===== src/rtl/regfile_wb_arbiter.sv =====
// Register-file write-port front end: round-robin merge of EXU and LSU writebacks
// onto one registered write port, plus a per-register pending-write scoreboard.
module regfile_wb_arbiter #(
    parameter int ADDR_WIDTH = 5,
    parameter int DATA_WIDTH = 32,
    parameter int CNT_WIDTH  = 2
) (
    input  logic                  clock,
    input  logic                  reset,
    input  logic                  exu_valid,
    output logic                  exu_ready,
    input  logic [ADDR_WIDTH-1:0] exu_rd,
    input  logic [DATA_WIDTH-1:0] exu_data,
    input  logic                  lsu_valid,
    output logic                  lsu_ready,
    input  logic [ADDR_WIDTH-1:0] lsu_rd,
    input  logic [DATA_WIDTH-1:0] lsu_data,
    input  logic                  iss_valid,
    output logic                  iss_ready,
    input  logic [ADDR_WIDTH-1:0] iss_rd,
    input  logic [ADDR_WIDTH-1:0] rs1_addr,
    input  logic [ADDR_WIDTH-1:0] rs2_addr,
    output logic                  rs1_busy,
    output logic                  rs2_busy,
    output logic                  rf_wen,
    output logic [ADDR_WIDTH-1:0] rf_waddr,
    output logic [DATA_WIDTH-1:0] rf_wdata,
    output logic [31:0]           retire_cnt
);
    localparam int NUM_REGS = 2 ** ADDR_WIDTH;
    localparam logic [CNT_WIDTH-1:0]  CNT_MAX   = {CNT_WIDTH{1'b1}};
    localparam logic [CNT_WIDTH-1:0]  CNT_ZERO  = {CNT_WIDTH{1'b0}};
    localparam logic [CNT_WIDTH-1:0]  CNT_ONE   = CNT_WIDTH'(1'b1);
    localparam logic [ADDR_WIDTH-1:0] ADDR_ZERO = {ADDR_WIDTH{1'b0}};
    localparam logic [DATA_WIDTH-1:0] DATA_ZERO = {DATA_WIDTH{1'b0}};

    logic                  rr_lsu_r;
    logic [CNT_WIDTH-1:0]  pend_cnt_r [NUM_REGS];
    logic                  grant_exu_s;
    logic                  grant_lsu_s;
    logic                  xfer_s;
    logic                  iss_fire_s;
    logic [ADDR_WIDTH-1:0] sel_rd_s;
    logic [DATA_WIDTH-1:0] sel_data_s;
    logic [NUM_REGS-1:0]   inc_s;
    logic [NUM_REGS-1:0]   dec_s;

    // Grant: the pointer only matters when both producers compete.
    always_comb begin
        grant_exu_s = 1'b0;
        grant_lsu_s = 1'b0;
        if (reset) begin
            grant_exu_s = 1'b0;
            grant_lsu_s = 1'b0;
        end else if (exu_valid && lsu_valid) begin
            grant_exu_s = !rr_lsu_r;
            grant_lsu_s = rr_lsu_r;
        end else begin
            grant_exu_s = exu_valid;
            grant_lsu_s = lsu_valid;
        end
    end

    // Result mux toward the write-port register.
    always_comb begin
        sel_rd_s   = exu_rd;
        sel_data_s = exu_data;
        if (grant_lsu_s) begin
            sel_rd_s   = lsu_rd;
            sel_data_s = lsu_data;
        end else begin
            sel_rd_s   = exu_rd;
            sel_data_s = exu_data;
        end
    end

    assign exu_ready  = grant_exu_s;
    assign lsu_ready  = grant_lsu_s;
    assign xfer_s     = grant_exu_s | grant_lsu_s;
    assign iss_ready  = !reset && (pend_cnt_r[iss_rd] != CNT_MAX);
    assign iss_fire_s = iss_valid && iss_ready;
    // Busy reads registered counters only; a same-cycle write is not bypassed.
    assign rs1_busy   = (pend_cnt_r[rs1_addr] != CNT_ZERO);
    assign rs2_busy   = (pend_cnt_r[rs2_addr] != CNT_ZERO);

    // Per-register increment/decrement requests; x0 never increments.
    always_comb begin
        inc_s = {NUM_REGS{1'b0}};
        dec_s = {NUM_REGS{1'b0}};
        for (int i = 0; i < NUM_REGS; i++) begin
            inc_s[i] = iss_fire_s && (iss_rd == ADDR_WIDTH'(i)) && (i != 32'sd0);
            dec_s[i] = rf_wen && (rf_waddr == ADDR_WIDTH'(i));
        end
    end

    // Registered write port and retire counter; x0 is retired but not written.
    always_ff @(posedge clock) begin
        if (reset) begin
            rf_wen     <= 1'b0;
            rf_waddr   <= ADDR_ZERO;
            rf_wdata   <= DATA_ZERO;
            retire_cnt <= 32'd0;
        end else if (xfer_s) begin
            rf_wen     <= (sel_rd_s != ADDR_ZERO);
            retire_cnt <= retire_cnt + 32'd1;
            if (sel_rd_s != ADDR_ZERO) begin
                rf_waddr <= sel_rd_s;
                rf_wdata <= sel_data_s;
            end
        end else begin
            rf_wen <= 1'b0;
        end
    end

    // Round-robin pointer flips only on contention.
    always_ff @(posedge clock) begin
        if (reset) begin
            rr_lsu_r <= 1'b0;
        end else if (exu_valid && lsu_valid) begin
            rr_lsu_r <= !rr_lsu_r;
        end
    end

    // Pending-write counters: saturate at max, never underflow, net-zero on collision.
    always_ff @(posedge clock) begin
        for (int i = 0; i < NUM_REGS; i++) begin
            if (reset || (i == 32'sd0)) begin
                pend_cnt_r[i] <= CNT_ZERO;
            end else if (inc_s[i] && !dec_s[i] && (pend_cnt_r[i] != CNT_MAX)) begin
                pend_cnt_r[i] <= pend_cnt_r[i] + CNT_ONE;
            end else if (dec_s[i] && !inc_s[i] && (pend_cnt_r[i] != CNT_ZERO)) begin
                pend_cnt_r[i] <= pend_cnt_r[i] - CNT_ONE;
            end
        end
    end
endmodule

===== config.mk =====
export PLATFORM = sky130hd
export DESIGN_NAME = regfile_wb_arbiter
export DESIGN_NICKNAME = d
export VERILOG_FILES = /design/src/rtl/regfile_wb_arbiter.sv
export SDC_FILE = /design/constraint.sdc
export NUM_CORES = 1
export LEC_CHECK = 0
export ABC_AREA = 0
export BUFFER_PORTS_ARGS = -buffer_cell sky130_fd_sc_hd__buf_2
export CAP_MARGIN = 10
export CORE_MARGIN = 2
export CORE_UTILIZATION = 45
export CTS_BUF_LIST = sky130_fd_sc_hd__clkbuf_16
export DETAILED_ROUTE_END_ITERATION = 8
export PLACE_DENSITY = 0.64
export SYNTH_ARGS = -nofsm -noshare
export SYNTH_HDL_FRONTEND = slang
export SYNTH_SLANG_ARGS = --single-unit

===== constraint.sdc =====
create_clock -name clock -period 6 [get_ports clock]
set_clock_uncertainty 0.05 [all_clocks]
set_input_delay 0.6 -clock clock [delete_from_list [all_inputs] [get_ports clock]]
set_output_delay 0.6 -clock clock [all_outputs]
set_load 0.03 [all_outputs]

==> flow_metrics.env <==
export IMPL_outcome="finished clean"
export IMPL_max_slew_margin=0.234
export IMPL_synth_warning_count=0
export IMPL_r2r_start="pend_cnt_r[22][0]"
export IMPL_crit_reg2reg_capture="pend_cnt_r[18][0]"
export IMPL_cp_data_required_time_ns=5.35
export IMPL_netlist_top_cells_area="sky130_fd_sc_hd__edfxtp_1 (20%), sky130_fd_sc_hd__dfxtp_1 (15%), sky130_fd_sc_hd__ha_1 (8.3%), sky130_fd_sc_hd__mux2i_1 (8.1%), sky130_fd_sc_hd__nor2_1 (5.3%)"
export IMPL_synth_seq_cells=133
export IMPL_floorplan_die_width_um=147
export IMPL_power_total_mw=2.44
export IMPL_post_synth_top_area_fraction=0.202
export IMPL_tightestPinTransition_ns=1.15
export IMPL_clk_pin_slew_worst_paths_ns=0.07
export IMPL_r2r_setup_slack_ns=3.07
export IMPL_starting_density=0.456
export IMPL_fin_nets=1343
export IMPL_cellLeakagePower_nw=4.41
export IMPL_clk_insertion_delay_late_ns=0.43
export IMPL_fin_crit_sh=0.650
export IMPL_final_antenna_net_count=0
export IMPL_mappedNetlistArea_sq_um=9200
export IMPL_maxCapViolCount=0
export IMPL_overflow=0
export IMPL_powerDensity_nw_per_um2=227
export IMPL_io_buffer_count=168
export IMPL_final_layout_size_suffix_gt1_frac=0.202
export IMPL_fmax_ghz=0.257
export IMPL_critical_path_endpoint_type="primary output"
export IMPL_cts_buffer_depth=2
export IMPL_finalWirelength_um=27600
export IMPL_cts_tree="yes"
export IMPL_vias=8449
export IMPL_cp_max_fo=25
export IMPL_die_y_um=147
export IMPL_place_hpwl_um=20800
export IMPL_floorplan_core_area_sq_um=20200
export IMPL_final_replace_weighted_congestion=0.943
export IMPL_dieArea_sq_um=21600
export IMPL_layout_cells_most_common_list="sky130_fd_sc_hd__buf_2 (168), sky130_fd_sc_hd__nor2_1 (131), sky130_fd_sc_hd__mux2i_1 (74), sky130_fd_sc_hd__inv_1 (72), sky130_fd_sc_hd__dfxtp_1 (71)"
export IMPL_report_final_setup_viol=0
export IMPL_rr_worst_depth=6
export IMPL_setup_tns_ns=0
export IMPL_worst_ir_drop_vdd_mv=0.204
export IMPL_area_growth_synth_to_final_pct=16.6
export IMPL_cts_resized=0
export IMPL_synth_edff_count=62
export IMPL_final_hold_viol_count=0
export IMPL_post_route_drc_count=0
export IMPL_drtPass1Iterations=7
export IMPL_largest_net_degree_at_the_start_of_global_routing=74
export IMPL_post_cts_repair_setup_buffers=0
export IMPL_cts_buffers=17
export IMPL_period_minus_slack_ns=3.90
export IMPL_std_cell_rows=52
export IMPL_avgRoutedWirePerCell_um=18.8
export IMPL_synth_yosys_seq_area_share=0.357
export IMPL_synthDistinctLibCells=64
export IMPL_antenna_found_initial=1
export IMPL_tritoncts_num_sinks=133
export IMPL_clock_tree_root_cell="sky130_fd_sc_hd__clkbuf_16"
export IMPL_drt_first_iter_violations=747
export IMPL_crit_path_to="iss_ready"
export IMPL_synth_async_sr_flop_share=0
export IMPL_hp_class="flip-flop to flip-flop"
export IMPL_grt_first_pass_wirelength_um=43700
export IMPL_synthesized_area_per_cell_sq_um=8.71
export IMPL_grt_usage=0.257
export IMPL_postSynthNetCount=1211
export IMPL_detail_route_vias_per_cell=5.74
export IMPL_via_count_of_the_first_global_routing_pass=7918
export IMPL_grt_setup_unrepaired="no"
export IMPL_most_common_library_cell_in_the_layout_ignoring_fill_and_taps="sky130_fd_sc_hd__buf_2"
export IMPL_cts_hold_buffers_added=0
export IMPL_critPathLaunchType="input port"
export IMPL_synthesis_instances=1056
export IMPL_cp_startpoint="iss_rd[0]"
export IMPL_utilization=0.532
export IMPL_ctsHtreeMaxLevel=4
export IMPL_synthDominantAreaCellType="sky130_fd_sc_hd__edfxtp_1"
export IMPL_critPathArrivalTime_ns=3.25
export IMPL_max_transition_viols_final=0
export IMPL_top_level_ports=169
export IMPL_setup_worst_path_class="input port to primary output"
export IMPL_synth_ff_type="sky130_fd_sc_hd__dfxtp_1"
[cell type report]
class / instances / area (sq um)
Tap cell: 270 / 338
Inverter: 73 / 274
Antenna cell: 1 / 2.50
Clock inverter: 15 / 138
Clock buffer: 17 / 425
Timing Repair Buffer: 173 / 878
Fill cell: 1920 / 9440
Sequential cell: 133 / 3280
Multi-Input combinational cell: 790 / 5390
[critical path, cell delays in order]
cell and delay [ns]:
sky130_fd_sc_hd__buf_2 0.48, sky130_fd_sc_hd__nor4b_1 0.86, sky130_fd_sc_hd__a2bb2oi_1 0.22, sky130_fd_sc_hd__and3_1 0.29, sky130_fd_sc_hd__a21o_1 0.24, sky130_fd_sc_hd__o21ai_0 0.27, sky130_fd_sc_hd__nor2_1 0.08, sky130_fd_sc_hd__buf_2 0.20
[Yosys cell counts (2+ instances only)]
cell and n:
sky130_fd_sc_hd__nor3b_1 4, sky130_fd_sc_hd__nand3_1 50, sky130_fd_sc_hd__ha_1 61, sky130_fd_sc_hd__buf_6 3, sky130_fd_sc_hd__a311oi_1 3, sky130_fd_sc_hd__a2111oi_0 2
sky130_fd_sc_hd__a211oi_1 47, sky130_fd_sc_hd__mux2i_1 74, sky130_fd_sc_hd__xor2_1 14, sky130_fd_sc_hd__and2_1 2, sky130_fd_sc_hd__nor3_1 67, sky130_fd_sc_hd__o22ai_1 6
sky130_fd_sc_hd__inv_1 72, sky130_fd_sc_hd__and3_1 5, sky130_fd_sc_hd__a211o_1 2, sky130_fd_sc_hd__a21oi_1 69, sky130_fd_sc_hd__nand4_1 15, sky130_fd_sc_hd__a31o_2 2
sky130_fd_sc_hd__a21o_1 2, sky130_fd_sc_hd__buf_2 8, sky130_fd_sc_hd__nand2_1 68, sky130_fd_sc_hd__a2111o_1 4, sky130_fd_sc_hd__o31ai_1 2, sky130_fd_sc_hd__mux4_2 17
sky130_fd_sc_hd__or3_1 10, sky130_fd_sc_hd__o21ai_0 43, sky130_fd_sc_hd__nor4_1 7, sky130_fd_sc_hd__nor2_1 131, sky130_fd_sc_hd__mux2_2 6, sky130_fd_sc_hd__o32ai_1 3
sky130_fd_sc_hd__nor2b_1 10, sky130_fd_sc_hd__nand2b_1 16, sky130_fd_sc_hd__a31oi_1 4, sky130_fd_sc_hd__edfxtp_1 62, sky130_fd_sc_hd__buf_1 3, sky130_fd_sc_hd__dfxtp_1 71
sky130_fd_sc_hd__and4_1 2, sky130_fd_sc_hd__or2_2 4, sky130_fd_sc_hd__clkbuf_1 45, sky130_fd_sc_hd__xnor2_1 12, sky130_fd_sc_hd__o21ba_2 2, sky130_fd_sc_hd__nand3b_1 2
sky130_fd_sc_hd__a22oi_1 3
[state kept, by name, indices dropped and copies added (netlist names)]
register,flops
pend_cnt_r,62
retire_cnt,32
rf_wdata,32
rf_waddr,5
rf_wen,1
rr_lsu_r,1
[worst min path at each step]
stage | start | endpoint | slack (ns) | depth (start not counted)
global placement | rf_wdata[16] | rf_wdata[16] | 0.43 | 2
global route | exu_data[21] | rf_wdata[21] | 0.47 | 3
floorplan | rr_lsu_r | rr_lsu_r | 0.45 | 2
finish | rf_wdata[21] | rf_wdata[21] | 0.45 | 2
detailed placement | rf_wdata[21] | rf_wdata[21] | 0.44 | 2
CTS | rf_wdata[21] | rf_wdata[21] | 0.45 | 2
[routing by layer]
layer,track usage,up-vias,part of all wire
met5,0,-,0
met4,0.0678,0,0.016
met3,0.0543,31,0.096
met2,0.411,399,0.46
met1,0.357,3923,0.43
li1,-,4096,-
[where the power goes]
group / leakage, nW / internal (mW) / switching, mW
clock network: 0.282 / 0.548 / 0.460
logic: 2.91 / 0.141 / 0.253
registers: 1.22 / 0.988 / 0.0512
total: 4.41 / 1.68 / 0.764
[cells by family (layout without fill, tap and decap cells)]
logic type / after synthesis / count (layout) / share of synthesized area
AOI/OAI and AO/OA: 206 / 206 / 0.142
other: 0 / 1 / 0
muxes: 97 / 97 / 0.129
xor gates and xnor gates: 26 / 26 / 0.0247
DFF: 133 / 133 / 0.357
adders and majority gates: 61 / 61 / 0.0829
and+or+nand+nor: 400 / 400 / 0.206
buffers and inverters: 133 / 278 / 0.0582
[metrics by stage]
step	setup slack, ns	instance area (sq um)	hold WS, ns	instances
floorplan	2.80	9200	0.452	1056
global placement	2.17	10200	0.433	1439
detailed placement	2.16	10200	0.440	1439
CTS	2.16	10700	0.449	1471
global route	1.91	10700	0.468	1472
finish	2.10	10700	0.448	1472
Power figures use the tool's default switching activity.
